$ cat config.mk
export PLATFORM = sky130hd
export DESIGN_NAME = hazard_scheduler
export DESIGN_NICKNAME = d
export VERILOG_FILES = /design/src/rtl/hazard_scheduler.sv
export SDC_FILE = /design/constraint.sdc
export NUM_CORES = 1
export LEC_CHECK = 0
export BUFFER_PORTS_ARGS = -buffer_cell sky130_fd_sc_hd__buf_4
export CELL_PAD_IN_SITES_DETAIL_PLACEMENT = 1
export CELL_PAD_IN_SITES_GLOBAL_PLACEMENT = 1
export CORE_MARGIN = 2
export CORE_UTILIZATION = 40
export DETAILED_ROUTE_END_ITERATION = 8
export GPL_ROUTABILITY_DRIVEN = 0
export MAX_ROUTING_LAYER = met4
export PLACE_DENSITY_LB_ADDON = 0.08
export SYNTH_ARGS = -nofsm -noshare
export SYNTH_HDL_FRONTEND = slang
export SYNTH_SLANG_ARGS = --single-unit
$ cat constraint.sdc
create_clock -name clk_i -period 2 [get_ports clk_i]
set_clock_uncertainty 0.1 [all_clocks]
set_input_delay 0 -clock clk_i [delete_from_list [all_inputs] [get_ports clk_i]]
set_output_delay 0 -clock clk_i [all_outputs]
set_load 0.05 [all_outputs]
$ cat src/rtl/hazard_scheduler.sv
// Pipeline sequencing controller: load-use bubbles, taken-branch flushes and
// global freeze while a multi-cycle data memory access in MEM is outstanding.
module hazard_scheduler #(
  parameter int MAX_WAIT = 15
) (
  input  logic        clk_i,
  input  logic        rst_i,
  input  logic [4:0]  ID_Rs1_i,
  input  logic [4:0]  ID_Rs2_i,
  input  logic        ID_BranchTaken_i,
  input  logic        EX_MemRead_i,
  input  logic [4:0]  EX_Rd_i,
  input  logic        MEM_MemRead_i,
  input  logic        MEM_MemWrite_i,
  input  logic        mem_ack_i,
  output logic        PCWrite_o,
  output logic        IFIDWrite_o,
  output logic        NoOp_o,
  output logic        Flush_o,
  output logic        Stall_o,
  output logic        mem_req_o,
  output logic        mem_err_o,
  output logic [15:0] lu_cnt_o,
  output logic [15:0] mw_cnt_o
);

  typedef enum logic [1:0] {RUN, MEM_WAIT, ERR} state_t;

  state_t     state, state_nxt;
  logic [7:0] wait_cnt, wait_cnt_nxt;
  logic       acc, lu, lu_bump, mw_bump;

  assign acc = MEM_MemRead_i | MEM_MemWrite_i;
  assign lu  = EX_MemRead_i & (EX_Rd_i != 5'd0) &
               ((EX_Rd_i == ID_Rs1_i) | (EX_Rd_i == ID_Rs2_i));

  always_comb begin
    state_nxt    = state;
    wait_cnt_nxt = wait_cnt;
    PCWrite_o    = 1'b0;
    IFIDWrite_o  = 1'b0;
    NoOp_o       = 1'b0;
    Flush_o      = 1'b0;
    Stall_o      = 1'b0;
    mem_req_o    = 1'b0;
    lu_bump      = 1'b0;
    unique case (state)
      RUN: begin
        mem_req_o = acc;
        if (acc && !mem_ack_i) begin
          Stall_o      = 1'b1;
          wait_cnt_nxt = 8'd1;
          state_nxt    = MEM_WAIT;
        end else if (lu) begin
          // Bubble wins over a taken branch; the branch re-resolves next cycle.
          NoOp_o  = 1'b1;
          lu_bump = 1'b1;
        end else begin
          PCWrite_o   = 1'b1;
          IFIDWrite_o = 1'b1;
          Flush_o     = ID_BranchTaken_i;
        end
      end
      MEM_WAIT: begin
        mem_req_o = 1'b1;
        Stall_o   = ~mem_ack_i;
        if (mem_ack_i) begin
          state_nxt    = RUN;
          wait_cnt_nxt = 8'd0;
        end else if (wait_cnt == 8'(MAX_WAIT)) begin
          state_nxt    = ERR;
          wait_cnt_nxt = 8'd0;
        end else begin
          wait_cnt_nxt = wait_cnt + 8'd1;
        end
      end
      ERR: Stall_o = 1'b1;
      default: state_nxt = RUN;
    endcase
  end

  // Cycles frozen in ERR are not memory-stall cycles.
  assign mw_bump = Stall_o & (state != ERR);

  always_ff @(posedge clk_i or negedge rst_i) begin
    if (!rst_i) begin
      state     <= RUN;
      wait_cnt  <= 8'd0;
      mem_err_o <= 1'b0;
      lu_cnt_o  <= 16'd0;
      mw_cnt_o  <= 16'd0;
    end else begin
      state    <= state_nxt;
      wait_cnt <= wait_cnt_nxt;
      if (state_nxt == ERR) mem_err_o <= 1'b1;
      if (lu_bump && lu_cnt_o != 16'hFFFF) lu_cnt_o <= lu_cnt_o + 16'd1;
      if (mw_bump && mw_cnt_o != 16'hFFFF) mw_cnt_o <= mw_cnt_o + 16'd1;
    end
  end

endmodule

==> reports/qor.yml, run 1 <==
run_status:
  status: "complete, no violations"
die:
  fp.dieW_um: 82.0
  num_rows: 28
  die_area_mm2: 0.00673
  ios: 61
  start_util_pct: 41.4
  core_mm2: 0.00589
  die_h_um: 82.0
clocking:
  cts_buffer_depth: 2
  htreeDepth: 2
  numClockSinks: 43
  path_clk_slew_ns: 0.08
  clkLatencyLatePin_ns: 0.29
  cts-root-buf: "clkbuf_8"
  cts-buffers-inserted: 5
  cts_tree: "yes"
hold_path:
  whs_endpoint: "state[0]"
  min_path_cells: 3
  hp-start: "MEM_MemRead_i"
  hp-class: "input pin to flop"
timing:
  slew_headroom_pct: 62.9
  finalMaxSlewViolations: 0
  hold_ws_ns: 0.0594
  fmax_ghz: 0.524
  worst_pin_slew_ns: 0.556
  finalSetupViolations: 0
  post-route-period-util_pct: 95.4
  rsz0062_at_grt: "false"
  period_needed_ns: 1.91
  fin_setup_tns_ns: 0
  hold_viol: 0
synthesis:
  synth_top_area_share_pct: 44.2
  synthTopCellsByArea: "dfrtp_1, xnor2_1, nand3_1"
  synth_nets: 265
  syn_area_mm2: 0.00243
  synth-seq-cells: 43
  ys.flop_type: "dfrtp_1"
  yosysSeqAreaShare_pct: 44.2
  synth_commonest_cells: "dfrtp_1, xnor2_1, nand3_1, nand2_1, nor2_1"
  synth_area_leader_cell: "dfrtp_1"
  synth_edf_count: 0
  ys_types: 50
  syn_inst: 240
  yosys_warnings: 0
  synth_most_common_cell: "dfrtp_1"
  synth-async-reset-ratio_pct: 100
  avgSynthCellArea_um2: 10.1
routing:
  ant_nets: 0
  vias_per_cell: 5.52
  wirelength_um: 6040
  dr.pass1.iters: 4
  drt_iter0_markers: 113
  drc: 0
  vias: 2148
  wl_per_cell_um: 15.5
setup_path:
  cp_max_fo: 7
  critPathBufInv: 0
  r2r_slack_ns: 0.09
  slowest_stage: "dfrtp_2"
  path_delay_family: "simple AND/OR/NAND/NOR gates"
  arrival_ns: 1.99
  reg2reg_to: "lu_cnt_o[1]"
  startpoint_type: "flop"
  rr_startpoint: "lu_cnt_o[12]"
  r2r_cells: 5
  endpoint_kind: "flop"
  path_cells: "and4_1 > nand4_1 > or2_2 > nand3_2 > mux2_1"
  crit_type: "flop to flop"
  critPathMaxStageDelay_ns: 0.43
  critPathRequiredTime_ns: 2.08
job:
  drv_cap: 0
pwr:
  vdd_drop_max_mv: 0.557
  powerDensity_mw_per_mm2: 860
  p_leak_nw: 1.35
placed_design:
  dp_hpwl_um: 4610
  postPlaceCellArea_mm2: 0.00304
  port_buffers: 60
finish:
  multi_input_area_mm2: 0.00132
  final_util_pct: 53.9
  finalNetCount: 338
  register_area_mm2: 0.00110
  diodes: 0
  drive_gt1_share_pct: 36.9
  fillers: 683
  area_growth_pct: 30.3
  stdcell_area_mm2: 0.00317
global_route:
  grt_pass1_vias: 2129
  antenna_found_initial: 0
  track_usage_pct: 19.9
  grt-ovfl-total: 0
  grt_pass1_wl_um: 10100
  grt_max_degree: 44
[cell type report]
type                            instances  area share, %
Inverter                                1          0.118
Timing Repair Buffer                   72           17.2
Clock buffer                            8           3.16
Tap cell                               75           2.96
Sequential cell                        43           34.8
Multi-Input combinational cell        190           41.7
[sequential cells by signal, indices dropped and copies added (netlist names)]
register	flops
lu_cnt_o	16
mem_err_o	1
mw_cnt_o	16
state	2
wait_cnt	8
[per-stage QoR]
stage | power [mW] | worst slack [ns] | cells
2_1_floorplan | 1.79 | -0.0164 | 240
3_3_place_gp | 2.12 | 0.155 | 379
3_5_place_dp | 2.14 | 0.122 | 379
4_1_cts | 2.76 | 0.115 | 389
5_1_grt | 2.87 | 0.0163 | 389
6_report | 2.73 | 0.0923 | 389
[worst reg2reg max path, stage by stage, from the launching register on]
cell and delay (ns):
dfrtp_2 0.43, and4_1 0.24, nand4_1 0.20, or2_2 0.39
nand3_2 0.12, mux2_1 0.32
[worst max path at each step]
stage                      start      endpoint  slack, ns  depth (start not counted)
floorplan           lu_cnt_o[12]   lu_cnt_o[1]      -0.02                          6
finish              lu_cnt_o[12]   lu_cnt_o[1]       0.09                          5
detailed placement      state[0]  lu_cnt_o[15]       0.12                          6
global placement        state[0]  lu_cnt_o[15]       0.15                          6
global route            state[1]   wait_cnt[7]       0.02                          6
CTS                     state[0]  lu_cnt_o[15]       0.12                          6
[power breakdown]
| group | internal, mW | switching [mW] | leakage, nW | total, mW |
|---|---|---|---|---|
| clock | 0.316 | 0.296 | 0.0515 | 0.611 |
| combinational | 0.339 | 0.649 | 0.761 | 0.988 |
| sequential | 0.991 | 0.137 | 0.537 | 1.13 |
| total | 1.65 | 1.08 | 1.35 | 2.73 |
[cells by family after synthesis]
family,after synthesis,share of synthesized area [%]
xor+xnor,30,10.8
mux,7,3.39
flops,43,44.2
buf+inv,7,1.75
simple gates,114,26.3
fa+ha+maj,3,1.54
compound gates,36,12.0
[cell usage in the layout (no fill, tap or decap), drive strengths merged, types with 2 or more instances in the layout]
| cell | netlist | layout |
|---|---|---|
| o21ai | 15 | 15 |
| and4 | 2 | 2 |
| mux2 | 7 | 7 |
| xnor2 | 26 | 26 |
| and3 | 13 | 13 |
| o21bai | 2 | 2 |
| and2 | 2 | 2 |
| dlygate4sd3 | 0 | 2 |
| ha | 3 | 3 |
| nor3 | 9 | 9 |
| nand4b | 2 | 2 |
| a211oi | 2 | 2 |
| a31oi | 5 | 5 |
| nand4 | 11 | 11 |
| nand3 | 23 | 23 |
| a41oi | 3 | 3 |
| xor2 | 4 | 4 |
| nand2 | 20 | 20 |
| or2 | 2 | 2 |
| nor2 | 16 | 16 |
| clkbuf | 2 | 8 |
| nand2b | 4 | 4 |
| a21oi | 2 | 2 |
| nor4 | 3 | 3 |
| buf | 4 | 70 |
| dfrtp | 43 | 43 |
[metal layers]
metal / wire length (um) / part of all wire (%) / track usage, %
met1: 2790 / 46 / 25.8
met4: 84 / 1.4 / 6.33
met2: 2890 / 48 / 30.7
met3: 280 / 4.6 / 4.62
met5: 0 / 0 / -
[timing repair]
item,in CTS,in global routing
setup endpoints to repair,0,1
hold endpoints to repair,44,0
hold buffers,2,0
setup buffers,0,0
resized for setup,0,1
No activity file was read; power rests on OpenSTA's default activity.
==> inputs of run 2 (changes only) <==
CTS_BUF_LIST = sky130_fd_sc_hd__clkbuf_8 sky130_fd_sc_hd__clkbuf_16   (was not set)
MAX_ROUTING_LAYER = not set   (was met4)
==> run 2 against run 1 <==
Effect of this change:
- register-to-register slack about the same
- final area unchanged
- first-iteration DRC count is 0.88% higher
- via count unchanged
- non-clock buffer count did not move
- utilization stayed put
- largest cell class unchanged
- largest power group unchanged
==> reports/qor.yml, run 2 (synthesis gave the netlist of run 1 again) <==
routing:
  drc: 0  # unchanged
  wirelength_um: 6030  # -0.23%
  dr.pass1.iters: 4  # unchanged
  wl_per_cell_um: 15.5  # -0.23%
  drt_iter0_markers: 114  # +0.88%
  vias_per_cell: 5.52  # unchanged
  ant_nets: 0  # unchanged
  vias: 2148  # unchanged
finish:
  drive_gt1_share_pct: 36.9  # unchanged
  stdcell_area_mm2: 0.00317  # unchanged
  final_cell_mix: "buf_4, xnor2_1, dfrtp_2"
  area_growth_pct: 30.3  # unchanged
  largestRegisters: "lu_cnt_o x16, mw_cnt_o x16, wait_cnt x8"
  final_common_cell: "buf_4"
  diodes: 0  # unchanged
  finalNetCount: 338  # unchanged
  fillers: 683  # unchanged
hold_path:
  min_path_cells: 3  # unchanged
  hp-start: "MEM_MemRead_i"
  hp-class: "input pin to flop"
  whs_endpoint: "state[0]"
clocking:
  cts-root-buf: "clkbuf_8"
  postCtsSetupBuffers: 0  # unchanged
  path_clk_slew_ns: 0.08  # about the same
  cts_buffer_depth: 2  # unchanged
  htreeDepth: 2  # unchanged
  numClockSinks: 43  # unchanged
  clkLatencyLatePin_ns: 0.29  # about the same
  cts_tree: "yes"
  cts-buffers-inserted: 5  # unchanged
timing:
  finalMaxSlewViolations: 0  # unchanged
  hold_viol: 0  # unchanged
  rsz0062_at_grt: "false"
  fmax_ghz: 0.526  # +0.27%
  post-route-period-util_pct: 95.1  # -0.26 points
  fin_setup_tns_ns: 0  # unchanged
  slew_headroom_pct: 63.1  # +0.18 points
  period_needed_ns: 1.90  # -0.00522 ns
  finalSetupViolations: 0  # unchanged
  worst_pin_slew_ns: 0.553  # -0.00263 ns
die:
  core_mm2: 0.00589  # unchanged
  die_h_um: 82.0  # unchanged
  fp.dieW_um: 82.0  # unchanged
  die_area_mm2: 0.00673  # unchanged
  ios: 61  # unchanged
  start_util_pct: 41.4  # unchanged
  num_rows: 28  # unchanged
global_route:
  grt_max_degree: 44  # unchanged
  grt_pass1_vias: 2130  # +0.047%
  track_usage_pct: 19.3  # -0.58 points
  grt-ovfl-total: 0  # unchanged
  antenna_found_initial: 0  # unchanged
  grt_pass1_wl_um: 10100  # unchanged
setup_path:
  r2r_cells: 5  # unchanged
  crit_type: "flop to flop"
  endpoint_kind: "flop"
  r2r_slack_ns: 0.1  # about the same
  rr_startpoint: "lu_cnt_o[12]"
  critPathRequiredTime_ns: 2.08  # about the same
  arrival_ns: 1.98  # about the same
  reg2reg_to: "lu_cnt_o[1]"
  startpoint_type: "flop"
  cp_max_fo: 7  # unchanged
pwr:
  p_leak_nw: 1.35  # +0.31%
  powerDensity_mw_per_mm2: 857  # -0.31%
  vdd_drop_max_mv: 0.557  # about the same
placed_design:
  port_buffers: 60  # unchanged
  dp_hpwl_um: 4610  # unchanged
  postPlaceCellArea_mm2: 0.00304  # unchanged
run_status:
  status: "complete, no violations"
job:
  drv_cap: 0  # unchanged
run 2: cell types whose count changed in the layout (fill, tap and decap cells not counted):
cell	previous run	this run
inv_1	1	2
clkbuf_1	1	0
run 2: layout make-up:
type	count	area, um2	share of cell area [%]
well taps	75	93.8	2.96
repair buffers	72	546	17.2
flip-flops and latches	43	1100	34.8
clock buffers	7	96.3	3.04
inverters	1	3.75	0.118
clock inverters	1	3.75	0.118
multi-input cells	190	1320	41.7
run 2: report_power, final:
group          total, mW  internal [mW]  switching [mW]  leakage, nW
clock              0.603          0.310           0.293       0.0557
sequential          1.13          0.991           0.137        0.537
combinational      0.988          0.339           0.649        0.761
total               2.72           1.64            1.08         1.35
run 2: repair_timing:
action | in CTS | in global routing
endpoints found under the hold margin | 44 | 0
hold buffers | 2 | 0
gates resized for setup | 0 | 1
endpoints found under the setup margin | 0 | 1
run 2: worst max-delay path, cell delays in order (launching register included):
cell and delay (ns):
dfrtp_2 0.43, and4_1 0.24, nand4_1 0.19, or2_2 0.39
nand3_2 0.12, mux2_1 0.32
run 2: through the flow:
stage	hold slack [ns]	utilization (%)	power [mW]	cells	setup slack, ns
6_report	0.0545	53.9	2.72	389	0.0975
5_1_grt	0.0936	53.9	2.86	389	0.0162
4_1_cts	0.0287	53.8	2.75	389	0.115
3_5_place_dp	-0.0658	51.7	2.14	379	0.122
3_3_place_gp	-0.0707	51.7	2.12	379	0.155
2_1_floorplan	-0.396	-	1.79	240	-0.0164
run 2: worst max-delay path by stage:
stage	start	end	slack (ns)
floorplan	lu_cnt_o[12]	lu_cnt_o[1]	-0.02
global placement	state[0]	lu_cnt_o[15]	0.15
detailed placement	state[0]	lu_cnt_o[15]	0.12
CTS	state[0]	lu_cnt_o[15]	0.11
global route	state[1]	wait_cnt[7]	0.02
finish	lu_cnt_o[12]	lu_cnt_o[1]	0.1
run 2: routing by layer:
metal  vias up  global-route usage (%)  wire length (um)
met5         -                       0                 0
met4         0                    6.33                87
met3         8                    4.84               284
met2        54                    30.7              2900
met1      1058                    25.6              2750
li1       1028                       -                 -
